===== config.mk =====
export PLATFORM = sky130hd
export DESIGN_NAME = demux_16_route
export DESIGN_NICKNAME = d
export VERILOG_FILES = /design/src/rtl/demux_16_route.sv
export SDC_FILE = /design/constraint.sdc
export NUM_CORES = 1
export LEC_CHECK = 0
export ABC_CLOCK_PERIOD_IN_PS = 3900
export BUFFER_PORTS_ARGS = -buffer_cell sky130_fd_sc_hd__buf_2
export CORE_MARGIN = 5
export CORE_UTILIZATION = 40
export DETAILED_ROUTE_END_ITERATION = 16
export HOLD_SLACK_MARGIN = 0.08
export PLACE_DENSITY_LB_ADDON = 0.15
export SYNTH_ARGS = -nofsm -noshare
export SYNTH_HDL_FRONTEND = slang
export SYNTH_SLANG_ARGS = --single-unit
export TNS_END_PERCENT = 50

===== constraint.sdc =====
create_clock -name clk -period 3.9 [get_ports clk]
set_clock_uncertainty 0.05 [all_clocks]
set_input_delay 0.195 -clock clk [delete_from_list [all_inputs] [get_ports clk]]
set_output_delay 0.195 -clock clk [all_outputs]
set_load 0.01 [all_outputs]

===== src/rtl/demux_16_route.sv =====
`default_nettype none
// ============================================================================
// demux_16_route : valid/ready 1->2 sample router with per-channel FWFT FIFOs
//                  and optional A/B ping-pong interleave.
// Revision 1.0 - initial release
// ============================================================================
module demux_16_route #(
  parameter int WIDTH = 16,
  parameter int DEPTH = 4,
  parameter int CW    = 3
) (
  input  logic             clk,
  input  logic             rst_n,
  input  logic [WIDTH-1:0] in_data,
  input  logic             in_valid,
  output logic             in_ready,
  input  logic             en,
  input  logic             alt,
  output logic [WIDTH-1:0] a_data,
  output logic             a_valid,
  input  logic             a_ready,
  output logic [WIDTH-1:0] b_data,
  output logic             b_valid,
  input  logic             b_ready,
  output logic [CW-1:0]    a_count,
  output logic [CW-1:0]    b_count
);

  localparam int AW = (DEPTH > 1) ? $clog2(DEPTH) : 1;

  // Channel index 0 is A, 1 is B throughout.
  logic                  toggle;
  logic                  tgt;
  logic                  accept;
  logic [1:0]            push;
  logic [1:0]            pop;
  logic [1:0]            valid;
  logic [1:0]            full;
  logic [1:0][WIDTH-1:0] head;
  logic [1:0][CW-1:0]    cnt;

  assign tgt      = alt ? toggle : en;
  assign in_ready = !full[tgt];
  assign accept   = in_valid && in_ready;
  assign push     = {accept & tgt, accept & ~tgt};
  assign pop      = valid & {b_ready, a_ready};

  // Forcing toggle low outside ping-pong mode makes every alt run start on A.
  always_ff @(posedge clk or negedge rst_n) begin
    if (!rst_n) begin
      toggle <= 1'b0;
    end else if (!alt) begin
      toggle <= 1'b0;
    end else if (accept) begin
      toggle <= ~toggle;
    end
  end

  for (genvar ch = 0; ch < 2; ch++) begin : g_ch
    logic [WIDTH-1:0] mem [DEPTH];
    logic [AW-1:0]    wr_ptr;
    logic [AW-1:0]    rd_ptr;
    logic [CW-1:0]    count;

    always_ff @(posedge clk) begin
      if (push[ch]) begin
        mem[wr_ptr] <= in_data;
      end
    end

    always_ff @(posedge clk or negedge rst_n) begin
      if (!rst_n) begin
        wr_ptr <= '0;
        rd_ptr <= '0;
        count  <= '0;
      end else begin
        if (push[ch]) begin
          wr_ptr <= wr_ptr + 1'b1;
        end
        if (pop[ch]) begin
          rd_ptr <= rd_ptr + 1'b1;
        end
        if (push[ch] && !pop[ch]) begin
          count <= count + 1'b1;
        end else if (pop[ch] && !push[ch]) begin
          count <= count - 1'b1;
        end
      end
    end

    assign valid[ch] = (count != '0);
    assign full[ch]  = (count == CW'(DEPTH));
    assign cnt[ch]   = count;
    assign head[ch]  = valid[ch] ? mem[rd_ptr] : '0;
  end

  assign a_data  = head[0];
  assign b_data  = head[1];
  assign a_valid = valid[0];
  assign b_valid = valid[1];
  assign a_count = cnt[0];
  assign b_count = cnt[1];

endmodule
`default_nettype wire


==> flow_metrics.py, run 1 <==
metrics = {
    "status": {
        "status": "finished clean",
    },
    "logic_synthesis": {
        "yosys-top-cells-count": "edfxtp_1, and2_1, mux4_2, dfrtp_1, ha_1",
        "synthCells": 281,
        "synth-simple-area-share": 0.0597,
        "async_flop_share": 0.105,
        "synth_adder_area_share": 0.0288,
        "yosys.area.top_type_share": 0.671,
        "yosys_register_bits": 143,
        "yosysTopAreaCell": "edfxtp_1",
        "synth.avg_cell_area_sq_um": 20.4,
        "synth_xor_xnor_area_share": 0.0184,
        "synth-compound-area-share": 0.00219,
        "synth_top_family_by_area": "multiplexers",
        "synth_mux_area_frac": 0.136,
        "synth_cell_types": 28,
        "synthTopCellsByArea": "edfxtp_1, mux4_2, dfrtp_1",
        "synth_top_flop_cell": "edfxtp_1",
        "ys_seq_area_frac": 0.737,
        "synth-edff-count": 128,
        "synthMostInstantiatedCell": "edfxtp_1",
        "synth_nets": 316,
        "syn_area_sq_um": 5730,
        "yosysWarnings": 0,
    },
    "sta": {
        "slew_headroom": 0.384,
        "tightest_slew_ps": 923,
        "setup_violations": 0,
        "finalMaxSlewViolations": 0,
        "setup_tns_ps": 0,
        "fmax_mhz": 373,
        "fin_crit_sh": 0.687,
        "period_minus_slack_ps": 2680,
        "setup_ws_ps": 1220,
        "rsz0062_at_grt": "false",
        "finalHoldViolCount": 0,
    },
    "drt": {
        "drt-pass1-iter-count": 4,
        "vias": 2805,
        "viasPerCell": 4.95,
        "drc": 0,
        "ant_nets": 0,
        "drt-wirelength-per-cell_microns": 18.8,
        "drt_iter0_drc": 247,
        "wl_mm": 10.6,
    },
    "pwr": {
        "power.share.clock": 0.304,
        "p_sw_mw": 1.53,
        "p_leak_nw": 2.50,
        "comb_power_share": 0.286,
        "swShare": 0.290,
        "p_int_mw": 3.74,
        "pwr-share-seq": 0.410,
        "power_density_nw_per_um2": 751,
        "ir_worst_vdd_uv": 348,
    },
    "final_layout": {
        "area_growth_pct": 22.5,
        "n_antenna_cell": 0,
        "layout-drive-gt1-share": 0.349,
        "fillers": 1157,
        "fin_nets": 409,
    },
    "die": {
        "rows": 43,
        "start_util": 0.411,
        "io_pins": 64,
        "core_area_sq_um": 13900,
        "die_x_microns": 130,
        "die_y_microns": 130,
        "dieArea_sq_um": 16800,
    },
    "worst_setup_path": {
        "crit_path_max_fanout": 14,
        "critPathLaunchType": "register",
        "reg2reg_slack_ps": 1350,
        "endpoint_kind": "output port",
        "cp.arrival_ps": 2430,
        "worstPathRequired_ps": 3650,
        "critical_path_class": "reg2out",
    },
    "place": {
        "io_buffer_count": 63,
        "hpwl_mm": 6.81,
        "pre_cts_ws_ps": 1340,
        "place.gp.congestion": 0.726,
    },
    "clock_network": {
        "cts_buffer_depth": 2,
        "cts.sinks": 143,
        "cts_buffers": 17,
        "cts_htree_levels": 4,
        "worstSkewPairLatency_ps": 420,
        "clk_pin_slew_ps": 60,
        "cts-root-buf": "clkbuf_16",
        "cts_tree": "done",
        "post_cts_buffers": 0,
    },
    "global_route": {
        "grt_max_degree": 20,
        "antenna_found_initial": 0,
        "grt_pass1_vias": 3003,
        "grt_pass1_wl_mm": 16.4,
        "overflow": 0,
        "grt.total_usage": 0.135,
    },
    "min_path": {
        "hp-class": "in2async",
    },
    "run": {
        "drv_cap": 0,
    },
}
metrics by stage:
step                hold WS [ps]  cells  power [mW]  utilization  area [sq um]
global route                 216    567        5.57        0.503          7020
detailed placement          92.8    513        3.74        0.445          6200
finish                       179    567        5.27        0.503          7020
CTS                          167    567        5.37        0.503          7020
global placement            88.1    513        3.71        0.445          6200
floorplan                   -151    281        3.18            -          5730
what timing repair did:
| action | CTS | global route |
|---|---|---|
| hold buffers | 22 | 0 |
| gates resized for setup | 0 | 0 |
| hold endpoints to repair | 148 | 0 |
cell usage in the layout, fill, tap and decap left out, types with 3 or more instances in the layout:
cell type,instances
mux4_2,32
nand2_1,4
and2_1,36
edfxtp_1,128
buf_2,63
bufinv_16,3
xor2_1,4
and2_2,4
dfrtp_1,15
clkinvlp_4,4
inv_1,7
dlygate4sd3_1,22
clkinv_2,4
mux2_2,3
ha_1,10
xnor2_1,8
clkbuf_16,17
area by class of cell:
class / instances / area [sq um] / share of cell area
clock inverters: 12 / 144 / 0.0205
multi-input cells: 118 / 1400 / 0.200
flip-flops and latches: 143 / 4220 / 0.601
repair buffers: 87 / 551 / 0.0785
well taps: 180 / 225 / 0.0321
inverters: 7 / 26.3 / 0.00375
clock buffers: 20 / 447 / 0.0637
logic make-up after synthesis:
| group | after synthesis |
|---|---|
| AO/OA/AOI/OAI | 2 |
| XOR/XNOR | 12 |
| adder cells (fa/ha/maj) | 12 |
| buffers and inverters | 20 |
| flip-flops | 143 |
| multiplexers | 37 |
| AND/OR/NAND/NOR | 55 |
critical path: stages, from the launching register on:
cell	delay [ps]
dfrtp_1	920
buf_4	300
mux4_2	490
and2_1	170
buf_2	130
power groups by stage:
stage	registers, mW	logic (mW)	clock network, mW
finish	2.16	1.51	1.60
global route	2.20	1.67	1.70
CTS	2.17	1.56	1.63
detailed placement	2.20	1.53	0
global placement	2.19	1.52	0
floorplan	2.04	1.14	0
flip-flops by register name (all words and copies together), names as in the netlist:
name	count
b_count	3
g_ch.wr_ptr	4
g_ch.mem	128
a_count	3
toggle	1
g_ch.rd_ptr	4
per-layer routing:
layer  vias up  global-route usage  wire length, microns
li1       1278                   -                     -
met1      1437               0.168                  4640
met2        72               0.215                  5240
met3        18              0.0466                   536
met4         0              0.0605                   219
met5         -                   0                     0
path summary, 6_finish.rpt:
path                                                from                       endpoint  depth (start not counted)
setup / recovery           g_ch[1].rd_ptr[0]$_DFFE_PN0P_                     b_data[11]                          4
hold / removal                                     rst_n  g_ch[0].wr_ptr[1]$_DFFE_PN0P_                          2
setup reg to reg                  a_count[0]$_DFFE_PN0P_         a_count[2]$_DFFE_PN0P_                          8
hold reg to reg                   a_count[2]$_DFFE_PN0P_         a_count[2]$_DFFE_PN0P_                          1
max in group asynchronous                          rst_n  g_ch[1].rd_ptr[0]$_DFFE_PN0P_                          2
min in group clk                                      en  g_ch[0].wr_ptr[0]$_DFFE_PN0P_                          4
Power figures use the tool's default switching activity.
==> run 2, diff against run 1 <==
Settings changed: ABC_CLOCK_PERIOD_IN_PS 3900 to 2200.
Clock period 3.9 ns to 2.2 ns, I/O delays scaled along.
==> run 2 against run 1 <==
  * Register-to-register slack got worse by 1300 ps
  * Worst hold slack better by 140 ps
  * Design area rose by 3.0%
  * Global-route usage up 1.5 points
  * Total power is 82% higher
  * Critical path depth increased by 2
  * Clock power is 71% higher
  * Sequential share of layout area down 1.7 points
  * Final cell count rose by 4.1%
==> flow_metrics.py, run 2 (synthesis results as in run 1) <==
metrics = {
    "drt": {
        "drt-wirelength-per-cell_microns": 19.5,
        "drt_iter0_drc": 182,
        "drt-pass1-iter-count": 4,
        "drc": 0,
        "viasPerCell": 4.99,
        "ant_nets": 0,
        "vias": 2946,
        "wl_mm": 11.5,
    },
    "sta": {
        "finalHoldViolCount": 0,
        "finalMaxSlewViolations": 0,
        "fin_crit_sh": 0.960,
        "fmax_mhz": 474,
        "setup_violations": 0,
        "slew_headroom": 0.581,
        "setup_tns_ps": 0,
        "tightest_slew_ps": 627,
        "period_minus_slack_ps": 2110,
    },
    "clock_network": {
        "cts_buffers": 17,
        "cts_htree_levels": 4,
        "cts_buffer_depth": 2,
        "cts.sinks": 143,
        "clk_pin_slew_ps": 60,
        "cts-root-buf": "clkbuf_16",
        "cts_tree": "done",
        "worstSkewPairLatency_ps": 410,
    },
    "worst_setup_path": {
        "cp.arrival_ps": 2360,
        "timing.rr.start": "a_count[1]$_DFFE_PN0P_",
        "r2r_end": "a_count[1]$_DFFE_PN0P_",
        "reg2reg_slack_ps": 90,
        "critPathLaunch": "a_count[1]$_DFFE_PN0P_",
        "critPathLaunchType": "register",
        "worstSetupEndpoint": "a_count[1]$_DFFE_PN0P_",
        "worstPathRequired_ps": 2450,
        "critical_path_class": "reg2reg",
        "crit_path_max_fanout": 5,
        "endpoint_kind": "register",
        "r2r_cells": 6,
    },
    "final_layout": {
        "reg_top3": "g_ch.mem x128, g_ch.rd_ptr x4, g_ch.wr_ptr x4",
        "area_growth_pct": 26.2,
        "layout-drive-gt1-share": 0.393,
        "finalCoreUtilization": 0.518,
        "layout_common_cells": "edfxtp_1, buf_2, and2_1",
        "n_antenna_cell": 0,
        "fin_nets": 433,
        "top_register": "g_ch.mem",
        "largest_reg_flops": 128,
        "mostFrequentLayoutCell": "edfxtp_1",
        "finalInstanceArea_sq_um": 7220,
    },
    "pwr": {
        "power_density_nw_per_um2": 1330,
        "finalPower_mw": 9.59,
        "p_leak_nw": 2.61,
        "ir_worst_vdd_uv": 767,
    },
    "global_route": {
        "grt_max_degree": 19,
        "overflow": 0,
        "antenna_found_initial": 0,
        "grt_pass1_vias": 3134,
        "grt_pass1_wl_mm": 18.1,
        "grt.total_usage": 0.150,
    },
    "min_path": {
        "min_from": "en",
        "hp-class": "in2reg",
    },
    "die": {
        "rows": 43,
        "core_area_sq_um": 13900,
        "dieArea_sq_um": 16800,
        "io_pins": 64,
        "die_y_microns": 130,
        "start_util": 0.411,
        "die_x_microns": 130,
    },
    "place": {
        "io_buffer_count": 63,
        "hpwl_mm": 6.84,
        "place.gp.congestion": 0.743,
        "dpl_cell_area_sq_um": 6340,
    },
    "run": {
        "drv_cap": 0,
    },
    "status": {
        "status": "finished clean",
    },
}
run 2: cell types whose count changed in the layout (fill, tap and decap cells not counted), sizes merged:
cell	previous run	this run
clkbuf	20	22
buf	65	87
dlygate4sd3	22	24
clkinvlp	4	1
run 2: worst min-delay path by stage:
stage / end / cells after the start / slack (ps)
finish: g_ch[0].wr_ptr[0]$_DFFE_PN0P_ / 5 / 320
global route: g_ch[0].wr_ptr[0]$_DFFE_PN0P_ / 5 / 350
CTS: g_ch[1].wr_ptr[0]$_DFFE_PN0P_ / 5 / 340
detailed placement: b_count[2]$_DFFE_PN0P_ / 1 / -7
global placement: g_ch[1].wr_ptr[1]$_DFFE_PN0P_ / 1 / -10
floorplan: a_count[0]$_DFFE_PN0P_ / 0 / -240
run 2: stage by stage:
stage	instances	hold slack (ps)	setup WS, ps
after floorplan	281	-236	7.15
after global placement	529	-11.2	108
after detailed placement	529	-7.11	76.0
after CTS	584	338	56.1
after global routing	590	349	-34.9
final	590	315	89.0
run 2: where the power goes:
part | internal (mW) | total, mW | switching (mW)
Sequential | 3.41 | 3.59 | 0.183
Combinational | 1.64 | 3.25 | 1.61
Clock | 1.76 | 2.74 | 0.986
Total | 6.80 | 9.59 | 2.78
run 2: layer usage:
metal | up-vias | global-route usage | share of wire
li1 | 1324 | - | -
met1 | 1541 | 0.198 | 0.46
met2 | 65 | 0.241 | 0.49
met3 | 16 | 0.0387 | 0.040
met4 | 0 | 0.0599 | 0.015
met5 | - | 0 | 0
run 2: layout make-up:
cell class,instances,area (sq um)
fill,1115,6710
sequential,143,4220
multi-input combinational,118,1440
timing repair buffer,111,748
clock buffer,22,444
tap,180,225
clock inverter,9,118
inverter,7,26.3
run 2: critical path: stages, from the launching register on:
cell	delay (ps)
dfrtp_2	440
or3b_4	410
and3_1	180
ha_2	200
inv_1	70
fa_1	400
mux2_2	260
run 2: timing repair:
action	in CTS	in global routing
resized for setup	0	10
hold endpoints to repair	148	0
hold buffers	24	0
setup buffers	0	6
endpoints found under the setup margin	0	3
==> run 3, diff against run 2 <==
Settings changed: REMOVE_ABC_BUFFERS from default to 1.
==> run 3 against run 2 <==
  * Routed wire length fell by 4.0%
  * Non-clock buffer count fell by 7
  * Die area is the same
  * First-iteration DRC count is 1.6% lower
  * Worst setup slack lost 2.6 ps
==> flow_metrics.py, run 3 (synthesis results as in run 1) <==
metrics = {
    "status": {
        "status": "finished clean",
    },
    "sta": {
        "tightest_slew_ps": 531,
        "fmax_mhz": 473,
        "fin_crit_sh": 0.961,
        "period_minus_slack_ps": 2110,
        "finalMaxSlewViolations": 0,
        "slew_headroom": 0.646,
        "setup_violations": 0,
        "rsz0062_at_grt": "true",
        "finalHoldViolCount": 0,
    },
    "final_layout": {
        "multi_input_area_sq_um": 1420,
        "area_growth_pct": 26.6,
        "mostFrequentLayoutCell": "edfxtp_1",
        "reg_top3": "g_ch.mem x128, g_ch.rd_ptr x4, g_ch.wr_ptr x4",
        "finalInstanceArea_sq_um": 7250,
        "n_antenna_cell": 0,
        "layout-drive-gt1-share": 0.386,
        "finalNonFillerCells": 584,
        "regArea_sq_um": 4220,
        "fillers": 1130,
        "fin_nets": 426,
        "top_register": "g_ch.mem",
        "largest_reg_flops": 128,
        "layout_common_cells": "edfxtp_1, buf_2, and2_1",
    },
    "drt": {
        "vias": 2846,
        "ant_nets": 0,
        "drc": 0,
        "drt-pass1-iter-count": 4,
        "wl_mm": 11.1,
        "drt_iter0_drc": 179,
        "viasPerCell": 4.87,
        "drt-wirelength-per-cell_microns": 19.0,
    },
    "worst_setup_path": {
        "critical_path_class": "reg2reg",
        "worstPathCellList": "or3_4 > nand2_2 > ha_2 > inv_1 > fa_1 > xor2_1 > nor2_1 > xor2_1",
        "critPathLaunchType": "register",
        "worstPathRequired_ps": 2480,
        "max_stage_delay_ps": 440,
        "slowest_stage": "dfrtp_2",
        "cp.arrival_ps": 2400,
        "endpoint_kind": "register",
        "crit_buf_inv": 1,
        "cpMostUsedCell": "xor2_1",
        "crit_family": "simple AND/OR/NAND/NOR gates",
        "crit_path_max_fanout": 5,
    },
    "min_path": {
        "hp-class": "in2async",
    },
    "clock_network": {
        "cts_buffers": 17,
        "worstSkewPairLatency_ps": 410,
        "cts_htree_levels": 4,
        "cts-root-buf": "clkbuf_16",
        "cts_tree": "done",
        "cts.sinks": 143,
        "post_cts_buffers": 0,
        "cts_buffer_depth": 2,
        "clk_pin_slew_ps": 60,
    },
    "die": {
        "dieArea_sq_um": 16800,
        "io_pins": 64,
        "start_util": 0.411,
        "die_x_microns": 130,
        "core_area_sq_um": 13900,
        "die_y_microns": 130,
        "rows": 43,
    },
    "pwr": {
        "power_density_nw_per_um2": 1350,
        "p_leak_nw": 2.61,
        "finalPower_mw": 9.80,
        "ir_worst_vdd_uv": 640,
    },
    "place": {
        "io_buffer_count": 63,
        "placed_cells": 530,
        "dpl_cell_area_sq_um": 6380,
        "place.gp.congestion": 0.689,
        "hpwl_mm": 6.85,
    },
    "global_route": {
        "overflow": 0,
        "antenna_found_initial": 0,
        "grt_max_degree": 19,
        "grt_pass1_wl_mm": 17.4,
        "grt.total_usage": 0.143,
        "grt_pass1_vias": 3105,
    },
    "run": {
        "drv_cap": 0,
    },
}
[run 3: cell types whose count changed in the layout (fill, tap and decap cells not counted), sizes merged]
cell and delta:
buf -5, clkbuf -3, clkinvlp +1, clkinv +1
bufinv +2, dlygate4sd3 -2
[run 3: what timing repair did]
item	in CTS	in global routing
gates resized for setup	0	7
hold buffers	22	0
hold endpoints to repair	148	0
endpoints found under the setup margin	0	2
[run 3: metal layers]
layer | part of all wire | global-route usage | vias to the layer above
li1 | - | - | 1312
met1 | 0.46 | 0.197 | 1458
met2 | 0.49 | 0.218 | 67
met3 | 0.045 | 0.0449 | 9
met4 | 0.011 | 0.0477 | 0
met5 | 0 | 0 | -
[run 3: stage by stage]
stage | hold WS (ps) | setup slack, ps | util | TNS [ps]
6_report | 84.8 | 86.4 | 0.520 | 0
5_1_grt | 115 | -11.1 | 0.520 | -11.1
4_1_cts | 84.0 | 34.8 | 0.519 | 0
3_5_place_dp | -3.77 | 54.7 | 0.458 | 0
3_3_place_gp | -10.5 | 96.2 | 0.458 | 0
2_1_floorplan | -236 | -100 | - | -271
[run 3: layout make-up]
cell class                      count  area share
Sequential cell                   143       0.583
Clock inverter                     13      0.0268
Clock buffer                       19      0.0597
Inverter                            7     0.00363
Tap cell                          180      0.0311
Multi-Input combinational cell    118       0.196
Timing Repair Buffer              104       0.100
[run 3: power breakdown]
part | switching, mW | internal (mW) | leakage, nW
clock network | 1.05 | 1.99 | 0.297
logic | 1.58 | 1.61 | 0.977
registers | 0.170 | 3.41 | 1.34
total | 2.80 | 7.01 | 2.61
[run 3: final timing paths]
kind / from / to / slack (ps) / cells after the start
max: b_count[1]$_DFFE_PN0P_ / b_count[2]$_DFFE_PN0P_ / 90 / 8
min: rst_n / g_ch[1].wr_ptr[1]$_DFFE_PN0P_ / 80 / 2
max reg2reg: b_count[1]$_DFFE_PN0P_ / b_count[2]$_DFFE_PN0P_ / 90 / 8
min reg2reg: a_count[2]$_DFFE_PN0P_ / a_count[2]$_DFFE_PN0P_ / 460 / 1
max in group asynchronous: rst_n / b_count[0]$_DFFE_PN0P_ / 1740 / 2
min in group clk: en / g_ch[0].wr_ptr[0]$_DFFE_PN0P_ / 310 / 5
[run 3: worst register-to-register path: cells and delay by family, from the launching register on]
kind | cells | cell delay [ps]
XOR/XNOR | 2 | 330
adder cells (fa/ha/maj) | 2 | 550
buffers and inverters | 1 | 50
AND/OR/NAND/NOR | 3 | 610
flip-flops | 1 | 440
